<file path="src/rtl/vedacao_ctrl.sv">
`default_nettype none
// ============================================================================
// Module   : vedacao_ctrl
// Purpose  : Sealing stage controller. When the main line FSM holds a bottle
//            in the sealing position, the capping actuator is driven for
//            T_VEDA cycles and completion is reported back. A cork stock
//            counter is kept, with operator refills from a push-button.
//            An empty stock raises an alarm so the main FSM holds the line.
// Ports    :
//   clk          in   system clock, rising edge
//   reset        in   synchronous active-high reset
//   pos_ve       in   bottle held in sealing position (level)
//   add_rolha    in   refill push-button (one refill per rising edge)
//   vedar        out  capping actuator enable
//   ve_done      out  sealing complete, to main FSM
//   alarme       out  cork stock empty, to main FSM
//   rolha_baixa  out  cork stock at or below ROLHA_LOW (panel lamp)
//   rolhas       out  current cork stock count [W-1:0]
// Revision : 1.0 - initial release
// ============================================================================
module vedacao_ctrl #(
  parameter int W           = 6,
  parameter int ROLHAS_MAX  = 20,
  parameter int ROLHAS_INIT = 20,
  parameter int REFILL_ADD  = 15,
  parameter int ROLHA_LOW   = 5,
  parameter int T_VEDA      = 4
) (
  input  logic         clk,
  input  logic         reset,
  input  logic         pos_ve,
  input  logic         add_rolha,
  output logic         vedar,
  output logic         ve_done,
  output logic         alarme,
  output logic         rolha_baixa,
  output logic [W-1:0] rolhas
);

  // Timer counts down from T_VEDA-1 to 0, so it only needs to hold T_VEDA-1.
  localparam int TW = (T_VEDA > 1) ? $clog2(T_VEDA) : 1;

  localparam logic [TW-1:0] c_TLOAD  = TW'(T_VEDA - 1);
  localparam logic [W:0]    c_ADD    = (W+1)'(REFILL_ADD);
  localparam logic [W:0]    c_MAX    = (W+1)'(ROLHAS_MAX);
  localparam logic [W-1:0]  c_INIT   = W'(ROLHAS_INIT);
  localparam logic [W-1:0]  c_LOW    = W'(ROLHA_LOW);

  typedef enum logic [1:0] {
    ST_IDLE = 2'd0,
    ST_VEDA = 2'd1,
    ST_DONE = 2'd2,
    ST_SEM  = 2'd3
  } state_t;

  state_t        r_state;
  state_t        w_state_next;
  logic [TW-1:0] r_timer;
  logic [TW-1:0] w_timer_next;
  logic [W-1:0]  r_rolhas;
  logic [W-1:0]  w_rolhas_next;
  logic          r_add_q;
  logic          w_refill;
  logic          w_dec;
  logic [W:0]    w_sum;

  // --------------------------------------------------------------------------
  // Registers
  // --------------------------------------------------------------------------
  always_ff @(posedge clk) begin
    if (reset) begin
      r_state  <= ST_IDLE;
      r_timer  <= '0;
      r_rolhas <= c_INIT;
      r_add_q  <= 1'b0;
    end else begin
      r_state  <= w_state_next;
      r_timer  <= w_timer_next;
      r_rolhas <= w_rolhas_next;
      r_add_q  <= add_rolha;
    end
  end

  // --------------------------------------------------------------------------
  // Next-state logic
  // --------------------------------------------------------------------------
  always_comb begin
    w_state_next = r_state;
    w_timer_next = r_timer;
    w_dec        = 1'b0;
    unique case (r_state)
      ST_IDLE: begin
        if (pos_ve) begin
          if (r_rolhas != '0) begin
            w_state_next = ST_VEDA;
            w_timer_next = c_TLOAD;
          end else begin
            w_state_next = ST_SEM;
          end
        end
      end
      ST_VEDA: begin
        // An abort from the main FSM wins over completion: no cork consumed.
        if (!pos_ve) begin
          w_state_next = ST_IDLE;
        end else if (r_timer == '0) begin
          w_state_next = ST_DONE;
          w_dec        = 1'b1;
        end else begin
          w_timer_next = r_timer - 1'b1;
        end
      end
      ST_DONE: begin
        if (!pos_ve) begin
          w_state_next = ST_IDLE;
        end
      end
      ST_SEM: begin
        if (!pos_ve) begin
          w_state_next = ST_IDLE;
        end else if (r_rolhas != '0) begin
          w_state_next = ST_VEDA;
          w_timer_next = c_TLOAD;
        end
      end
      default: begin
        w_state_next = ST_IDLE;
        w_timer_next = '0;
      end
    endcase
  end

  // --------------------------------------------------------------------------
  // Stock counter: refill and decrement may coincide; the sum is formed one
  // bit wider so the refill cannot wrap before saturation.
  // --------------------------------------------------------------------------
  assign w_refill = add_rolha & ~r_add_q;

  always_comb begin
    w_sum = {1'b0, r_rolhas} - {{W{1'b0}}, w_dec} + (w_refill ? c_ADD : '0);
    if (w_sum > c_MAX) begin
      w_rolhas_next = c_MAX[W-1:0];
    end else begin
      w_rolhas_next = w_sum[W-1:0];
    end
  end

  // --------------------------------------------------------------------------
  // Outputs
  // --------------------------------------------------------------------------
  assign vedar       = (r_state == ST_VEDA);
  assign ve_done     = (r_state == ST_DONE);
  assign alarme      = (r_rolhas == '0);
  assign rolha_baixa = (r_rolhas <= c_LOW);
  assign rolhas      = r_rolhas;

endmodule
`default_nettype wire

</file>
<file path="config.mk">
export PLATFORM = sky130hd
export DESIGN_NAME = vedacao_ctrl
export DESIGN_NICKNAME = d
export VERILOG_FILES = /design/src/rtl/vedacao_ctrl.sv
export SDC_FILE = /design/constraint.sdc
export NUM_CORES = 1
export LEC_CHECK = 0
export ABC_AREA = 0
export CORE_ASPECT_RATIO = 1.4
export CORE_MARGIN = 5
export CORE_UTILIZATION = 35
export CTS_BUF_LIST = sky130_fd_sc_hd__clkbuf_4 sky130_fd_sc_hd__clkbuf_8 sky130_fd_sc_hd__clkbuf_16
export CTS_CLUSTER_SIZE = 20
export DETAILED_ROUTE_END_ITERATION = 6
export HOLD_SLACK_MARGIN = 0.03
export PLACE_DENSITY = 0.62
export SYNTH_ARGS = -nofsm -noshare
export SYNTH_HDL_FRONTEND = slang
export SYNTH_SLANG_ARGS = --single-unit
</file>
<file path="constraint.sdc">
create_clock -name clk -period 7.1 [get_ports clk]
set_input_delay 1.065 -clock clk [delete_from_list [all_inputs] [get_ports clk]]
set_output_delay 1.065 -clock clk [all_outputs]
set_load 0.01 [all_outputs]
</file>
==> results of run 1 <==
==> area by class of cell <==
cell class / instances / area [sq um] / share of cell area, %
Inverter: 21 / 78.83 / 7.334
Sequential cell: 11 / 220.2 / 20.49
Multi-Input combinational cell: 73 / 573.1 / 53.32
Tap cell: 34 / 42.54 / 3.958
Clock buffer: 4 / 30.03 / 2.794
Timing Repair Buffer: 13 / 130.1 / 12.11
==> worst reg2reg max path, cell delays in order (launching register included) <==
cell,delay [ns]
dfxtp_1,0.38
inv_1,0.10
ha_1,0.24
nand2_1,0.10
nor2_1,0.05
ha_1,0.26
inv_1,0.06
ha_1,0.16
inv_1,0.06
fa_1,0.39
nand2b_1,0.18
a21oi_2,0.20
a31oi_1,0.13
mux2_4,0.34
and4b_1,0.19
==> layer usage <==
metal  wire length, um  vias to the layer above  GRT usage, %  part of all wire [%]
li1                  -                      383             -                     -
met1               703                      320         11.26                    42
met2               887                        8         18.32                    53
met3                58                        2         1.724                   3.5
met4                19                        0         5.114                   1.1
met5                 0                        -             0                     0
==> power by group <==
group / internal (uW) / switching (uW) / leakage [uW]
Sequential: 77.3 / 11.7 / 0.0000907
Clock: 25.5 / 20.1 / 0.0000184
Combinational: 93.8 / 108 / 0.000402
Total: 197 / 140 / 0.000511
==> registers in the layout (all words and copies together), names as in the netlist <==
name,cells
r_add_q,1
r_state,2
r_timer,2
rolhas,6
==> worst max path at each step <==
stage | cells past startpoint | end | startpoint | slack (ns)
floorplan | 11 | rolhas[0]$_SDFF_PP0_ | add_rolha | 3.95
global placement | 13 | rolhas[1]$_SDFF_PP0_ | pos_ve | 3.27
detailed placement | 13 | rolhas[0]$_SDFF_PP0_ | pos_ve | 3.21
CTS | 13 | rolhas[1]$_SDFF_PP0_ | pos_ve | 3.49
global route | 13 | rolhas[1]$_SDFF_PP0_ | pos_ve | 3.29
finish | 13 | rolhas[1]$_SDFF_PP0_ | pos_ve | 3.50
==> kinds of logic (layout without fill, tap and decap cells) <==
logic type      count (synthesis)  after routing  synth area share [%]
simple gates                   27             27                 16.21
compound gates                 21             21                 15.64
buf+inv                        21             38                 9.039
fa+ha+maj                      18             18                 26.69
flops                          11             11                 25.25
xor+xnor                        5              5                 5.022
other cells                     1              1                0.4300
mux                             1              1                 1.721
==> Yosys cell counts <==
cell	n	area [sq um]
inv_1	21	78.83
ha_1	17	212.7
nor2_1	12	45.04
dfxtp_1	11	220.2
a21oi_1	6	30.03
a211oi_1	5	37.54
and4_1	3	26.28
nand2b_1	3	18.77
xnor2_1	3	26.28
a31oi_1	2	12.51
nand2_1	2	7.510
nand3_1	2	10.01
nor2b_1	2	12.51
o21ai_0	2	10.01
xor2_1	2	17.52
a211o_1	1	8.760
a21o_1	1	7.510
a21oi_2	1	8.760
and2_1	1	6.260
and4b_1	1	10.01
conb_1	1	3.750
fa_1	1	20.02
mux2_4	1	15.01
nor3_1	1	5.000
o21a_1	1	7.510
o21bai_1	1	7.510
o22ai_1	1	6.260
==> stage by stage <==
| stage | instance area (sq um) | utilization [%] | total power (uW) | std cells | hold slack (ns) |
|---|---|---|---|---|---|
| final | 1075 | 44.95 | 336.2 | 156 | 0.4736 |
| after global routing | 1075 | 44.95 | 373.9 | 156 | 0.4913 |
| after CTS | 1075 | 44.95 | 343.4 | 156 | 0.4829 |
| after detailed placement | 1045 | 43.69 | 295.7 | 152 | 0.4724 |
| after global placement | 1045 | 43.69 | 290.7 | 152 | 0.4520 |
| after floorplan | 872.1 | - | 238.9 | 105 | 0.4316 |
==> impl_metrics.json, run 1 <==
{
  "status": "finished clean",
  "drive_above_1_share_pct": 4.918,
  "viasPerCell": 4.571,
  "regToRegStartpoint": "r_state[1]$_SDFFE_PP0P_",
  "area.growth.synth_to_final_pct": 23.24,
  "vias": 713,
  "cp_slowest_cell": "clkdlybuf4s50_1",
  "nets": 145,
  "wl_per_cell_um": 10.69,
  "antenna_found_initial": 0,
  "maxCapViolations": 0,
  "cp-start-kind": "input pin",
  "clockRootBuffer": "clkbuf_4",
  "cts_tree": "built",
  "irDropWorstVdd_uv": 115.8,
  "cts_resized": 0,
  "crit_chain": "clkdlybuf4s50_1 > nand2_1 > nor2_1 > ha_1 > inv_1 > ha_1 > inv_1 > fa_1 > nand2b_1 > a21oi_2 > a31oi_1 > mux2_4 > and4b_1",
  "drc": 0,
  "postSynthNetCount": 127,
  "pre_cts_ws_ns": 3.213,
  "io_pins": 14,
  "fillers": 256,
  "cts_made_buffers": 3,
  "yosysWarnings": 0,
  "coreArea_sq_mm": 0.002391,
  "grt_pass1_wl_um": 2946,
  "arrival_ns": 3.76,
  "reg2reg_to": "rolhas[1]$_SDFF_PP0_",
  "gp_congestion": 0.7462,
  "cp.required_ns": 7.26,
  "skew_ns": 0.001505,
  "die_area_sq_mm": 0.003604,
  "crit_family": "adder cells",
  "hold_end": "r_timer[0]$_SDFFE_PP0P_",
  "cts.clk_slew.worst_paths_ns": 0.07,
  "clk_latency_ns": 0.26,
  "regToRegSetupSlack_ns": 4.17,
  "cts_hold_buf": 0,
  "rows": 21,
  "wl_um": 1668,
  "final.setup.worst_slack_ns": 3.501,
  "hold_viol": 0,
  "cts-htree-levels": 1,
  "path_class": "in2reg",
  "crit_buf_inv": 3,
  "first_global_vias": 717,
  "grt_use_total_pct": 10.32,
  "cp_max_fo": 5,
  "postRouteAntennaNets": 0,
  "drv_slew": 0,
  "fin_crit_ns": 3.599,
  "tns_ns": 0,
  "dieWidth_um": 52.19,
  "hold-path-cell-count": 1,
  "post_cts_buffers": 0,
  "grt_max_degree": 8,
  "hpwl_um": 1457,
  "layout_commonest_cell": "inv_1",
  "rsz0062_at_grt": "no",
  "cts_sinks": 11,
  "start_util_pct": 36.47,
  "dr.pass1.iters": 4,
  "portBuffers": 13,
  "min_from": "r_timer[0]$_SDFFE_PP0P_",
  "seq_area_frac_synth_pct": 25.25,
  "fmax_mhz": 277.8,
  "avgSynthCellArea_sq_um": 8.306,
  "hp-class": "reg2reg",
  "final_cell_mix": "21 x inv_1, 17 x ha_1, 13 x clkdlybuf4s50_1",
  "fin_crit_sh_pct": 50.70,
  "die_y_um": 69.06,
  "netlist_area_sq_um": 872.1,
  "synthCells": 105,
  "grt_overflow": 0,
  "end_kind": "flop",
  "critPathMaxStageDelay_ns": 0.55,
  "finalSetupViolations": 0,
  "synth.distinct_cells": 27,
  "cts_max_path_buffers": 2,
  "n_antenna_cell": 0,
  "synth_seq_cells": 11,
  "p_leak_uw": 0.0005109,
  "reg2reg_depth": 14,
  "detail_route.iter0.violations": 12,
  "powerDensity_mw_per_mm2": 312.9
}
(Power assumes the default switching activity.)
==> run 2, diff against run 1 <==
PLACE_DENSITY = 0.64   (was 0.62)
clock period = 3.2 ns   (was 7.1 ns; I/O delays follow)
==> run 2 against run 1 <==
- sequential power up 120%
- global-route usage increased by 0.88 points
- sequential cell count unchanged
- combinational power grew 130%
- largest power group unchanged
==> impl_metrics.json, run 2 (synthesis gave the netlist of run 1 again) <==
{
  "power_frac_comb_pct": 60.8,
  "crit_path_start": "r_state[1]$_SDFFE_PP0P_",
  "p_leak_uw": 0.0005250,
  "grt_pass1_wl_um": 3105,
  "finalPower_uw": 767.1,
  "powerDensity_mw_per_mm2": 699.1,
  "finalSetupViolations": 0,
  "die_y_um": 69.06,
  "cts_max_path_buffers": 2,
  "drc": 0,
  "coreArea_sq_mm": 0.002391,
  "wl_um": 1747,
  "dr.pass1.iters": 4,
  "swShare_pct": 41.62,
  "wl_per_cell_um": 10.99,
  "maxCapViolations": 0,
  "rows": 21,
  "grt_overflow": 0,
  "cp-start-kind": "flop",
  "hold_end": "r_timer[0]$_SDFFE_PP0P_",
  "irDropWorstVdd_uv": 262.1,
  "n_antenna_cell": 0,
  "cts_resized": 0,
  "intPower_uw": 447.9,
  "min_from": "r_timer[0]$_SDFFE_PP0P_",
  "die_area_sq_mm": 0.003604,
  "post_cts_buffers": 0,
  "end_kind": "flop",
  "viasPerCell": 4.642,
  "rsz0062_at_grt": "no",
  "skew_ns": 0.002810,
  "cts_made_buffers": 3,
  "start_util_pct": 36.47,
  "drive_above_1_share_pct": 7.200,
  "antenna_found_initial": 0,
  "p_clk_share_pct": 13.2,
  "io_pins": 14,
  "pre_cts_ws_ns": 0.03625,
  "detail_route.iter0.violations": 13,
  "area.growth.synth_to_final_pct": 25.82,
  "layout_commonest_cell": "inv_1",
  "clk_latency_ns": 0.27,
  "nets": 148,
  "clockRootBuffer": "clkbuf_4",
  "cts.clk_slew.worst_paths_ns": 0.07,
  "hold_viol": 0,
  "tns_ns": 0,
  "final.setup.worst_slack_ns": 0.3086,
  "cts_hold_buf": 0,
  "cts_tree": "built",
  "grt_max_degree": 8,
  "postRouteAntennaNets": 0,
  "hold-path-cell-count": 1,
  "gp_congestion": 0.7652,
  "reg2reg_depth": 14,
  "fin_crit_ns": 2.891,
  "grt_use_total_pct": 11.20,
  "cp_max_fo": 5,
  "reg2reg_to": "rolhas[0]$_SDFF_PP0_",
  "portBuffers": 13,
  "fmax_mhz": 345.8,
  "regToRegSetupSlack_ns": 0.31,
  "vias": 738,
  "netSwitchingPower_uw": 319.2,
  "final_cell_mix": "21 x inv_1, 17 x ha_1, 13 x clkdlybuf4s50_1",
  "dieWidth_um": 52.19,
  "whs_ns": 0.4614,
  "cts_sinks": 11,
  "cts-htree-levels": 1,
  "fillers": 243,
  "seqPwrFrac_pct": 26.0,
  "regToRegStartpoint": "r_state[1]$_SDFFE_PP0P_",
  "first_global_vias": 745,
  "hp-class": "reg2reg",
  "path_class": "reg2reg",
  "drv_slew": 0,
  "status": "finished clean",
  "cp.required_ns": 3.36,
  "hpwl_um": 1526,
  "arrival_ns": 3.05,
  "fin_crit_sh_pct": 90.36,
  "largest_reg_flops": 6
}
## run 2: through the flow
step	instance area (sq um)	std cells	utilization, %
floorplan	872.1	105	-
global placement	1067	155	44.64
detailed placement	1067	155	44.64
CTS	1097	159	45.89
global route	1097	159	45.89
finish	1097	159	45.89
## run 2: cell type report
type | instances | area (sq um) | share of cell area, %
clock buffers | 4 | 30.03 | 2.737
inverters | 21 | 78.83 | 7.184
multi-input cells | 73 | 573.1 | 52.22
flip-flops and latches | 11 | 220.2 | 20.07
well taps | 34 | 42.54 | 3.877
repair buffers | 16 | 152.6 | 13.91
## run 2: power by group through the flow
stage	logic [uW]	registers (uW)	clock network, uW
2_1_floorplan	327	203	0
3_3_place_gp	456	202	0
3_5_place_dp	467	203	0
4_1_cts	471	200	106
5_1_grt	529	205	113
6_report	466	199	102
## run 2: worst max-delay path by stage
stage	end	slack (ns)	depth (start not counted)
after CTS	rolhas[0]$_SDFF_PP0_	0.31	14
final	rolhas[0]$_SDFF_PP0_	0.31	14
after detailed placement	rolhas[0]$_SDFF_PP0_	0.04	13
after global routing	rolhas[0]$_SDFF_PP0_	0.16	14
after global placement	rolhas[0]$_SDFF_PP0_	0.08	13
after floorplan	rolhas[0]$_SDFF_PP0_	0.45	14
## run 2: critical path, cell delays in order (launching register included)
cell and delay (ns):
dfxtp_1 0.38, inv_1 0.09, ha_1 0.23, nand2_1 0.09, nor2_1 0.05, ha_1 0.26, inv_1 0.06, ha_1 0.16
inv_1 0.05, fa_1 0.38, nand2b_1 0.17, a21oi_2 0.19, a31oi_1 0.13, mux2_4 0.33, and4_1 0.20
## run 2: metal layers
metal	vias to the layer above	global-route usage (%)	routed length, um
li1	386	-	-
met1	338	11.21	684
met2	10	20.98	974
met3	4	1.509	61
met4	0	5.966	26
met5	-	0	0
==> run 3, diff against run 2 <==
CORE_UTILIZATION = 47   (was 35)
PLACE_DENSITY = 0.8   (was 0.64)
==> run 3 against run 2 <==
- routed wire length shrank 3.9%
- clock skew grew 0.0010 ns
- count of clock-buffer cells in the layout is the same
- utilization grew 14 points
- global-route usage grew 3.6 points
- final cell count shrank 9.4%
- via count grew 1.1%
- sequential cell count is the same
- sequential share of layout area grew 0.47 points
- combinational power shrank 1%
- non-clock buffer count shrank 1
==> impl_metrics.json, run 3 (synthesis gave the netlist of run 1 again) <==
{
  "status": "finished clean",
  "dp_cells": 140,
  "die_area_sq_mm": 0.002829,
  "largest_reg_flops": 6,
  "clk_latency_ns": 0.28,
  "layout_commonest_cell": "inv_1",
  "start_util_pct": 49.02,
  "tns_ns": 0,
  "grt_util_met1_pct": 15.36,
  "cts_max_path_buffers": 2,
  "cts_hold_buf": 0,
  "cts_sinks": 11,
  "multi_input_area_sq_um": 573.1,
  "grt_overflow": 0,
  "die_y_um": 60.97,
  "io_pins": 14,
  "fillers": 158,
  "cts.clk_slew.worst_paths_ns": 0.07,
  "rows": 18,
  "fin_crit_sh_pct": 90.68,
  "grt_max_degree": 8,
  "power_frac_comb_pct": 60.1,
  "nets": 147,
  "cp_max_fo": 4,
  "skew_ns": 0.003805,
  "portBuffers": 13,
  "cts-htree-levels": 1,
  "post_cts_buffers": 0,
  "cts_made_buffers": 3,
  "drc": 0,
  "arrival_ns": 3.07,
  "coreArea_sq_mm": 0.001779,
  "dieWidth_um": 46.41,
  "rsz0062_at_grt": "no",
  "hpwl_um": 1422,
  "grt_use_met3_pct": 0.8902,
  "vias": 746,
  "hp-class": "reg2reg",
  "dr.pass1.iters": 4,
  "irDropWorstVdd_uv": 388.9,
  "viasPerCell": 5.181,
  "top_usage_layer": "met2",
  "final_util_pct": 60.27,
  "cp.required_ns": 3.37,
  "n_antenna_cell": 0,
  "clockRootBuffer": "clkbuf_4",
  "hold_viol": 0,
  "fmax_mhz": 344.6,
  "cts_resized": 0,
  "wl_per_cell_um": 11.65,
  "grt_pass1_wl_um": 3036,
  "final.setup.worst_slack_ns": 0.2982,
  "detail_route.iter0.violations": 8,
  "maxCapViolations": 0,
  "drv_slew": 0,
  "swShare_pct": 41.67,
  "cts_tree": "built",
  "intPower_uw": 446.8,
  "pre_cts_ws_ns": -0.004209,
  "p_leak_uw": 0.0005204,
  "gp_congestion": 0.8235,
  "finalSetupViolations": 0,
  "final_cell_mix": "21 x inv_1, 17 x ha_1, 13 x clkdlybuf4s50_1",
  "antenna_found_initial": 0,
  "netSwitchingPower_uw": 319.3,
  "path_class": "reg2reg",
  "drive_above_1_share_pct": 6.452,
  "grt_use_met2_pct": 27.36,
  "first_global_vias": 773,
  "final_cell_count_no_fill": 144,
  "powerDensity_mw_per_mm2": 714.4,
  "fin_crit_ns": 2.902,
  "cp-start-kind": "flop",
  "end_kind": "flop",
  "wl_um": 1678,
  "area.growth.synth_to_final_pct": 22.96,
  "p_clk_share_pct": 14.0,
  "seqPwrFrac_pct": 25.8,
  "grt_use_total_pct": 14.81,
  "regArea_sq_um": 220.2,
  "postRouteAntennaNets": 0
}
[run 3: cell types whose count changed in the layout (fill, tap and decap cells not counted)]
cell,delta
buf_4,-1
[run 3: worst max-delay path, stage by stage (launching register included)]
cell and delay (ns):
dfxtp_1 0.34, inv_1 0.12, ha_1 0.23, nand2_1 0.09
nor2_1 0.12, ha_1 0.24, inv_1 0.05, ha_1 0.16
inv_1 0.05, fa_1 0.39, nand2b_1 0.17, a21oi_2 0.15
buf_4 0.14, xor2_1 0.18, o21ai_0 0.14, and4b_1 0.22
[run 3: layout make-up]
type                    instances  area share, %
multi-input cells              73          53.44
inverters                      21          7.351
well taps                      20          2.334
flip-flops and latches         11          20.54
repair buffers                 15          13.54
clock buffers                   4          2.800
[run 3: final timing paths]
check                           from                       to  slack [ns]  depth (start not counted)
min reg2reg  r_timer[0]$_SDFFE_PP0P_  r_timer[0]$_SDFFE_PP0P_        0.48                          1
max reg2reg  r_state[1]$_SDFFE_PP0P_     rolhas[1]$_SDFF_PP0_        0.30                         15
max          r_state[1]$_SDFFE_PP0P_     rolhas[1]$_SDFF_PP0_        0.30                         15
min          r_timer[0]$_SDFFE_PP0P_  r_timer[0]$_SDFFE_PP0P_        0.48                          1
[run 3: power groups by stage]
stage	Clock, uW	Combinational (uW)	Sequential (uW)
2_1_floorplan	0	327	203
3_3_place_gp	0	450	200
3_5_place_dp	0	464	202
4_1_cts	109	466	199
5_1_grt	117	528	204
6_report	108	461	198
[run 3: stage by stage]
stage / cell area [sq um] / power (uW) / hold WS (ns)
finish: 1072 / 766.1 / 0.4771
global route: 1072 / 848.9 / 0.5207
global placement: 1042 / 649.8 / 0.4565
floorplan: 872.1 / 530.0 / 0.4316
CTS: 1072 / 773.5 / 0.4837
detailed placement: 1042 / 666.2 / 0.4730
[run 3: routing by layer]
metal	routed length, um	vias to the layer above
li1	-	391
met4	55	0
met2	848	13
met5	0	-
met1	709	336
met3	65	6
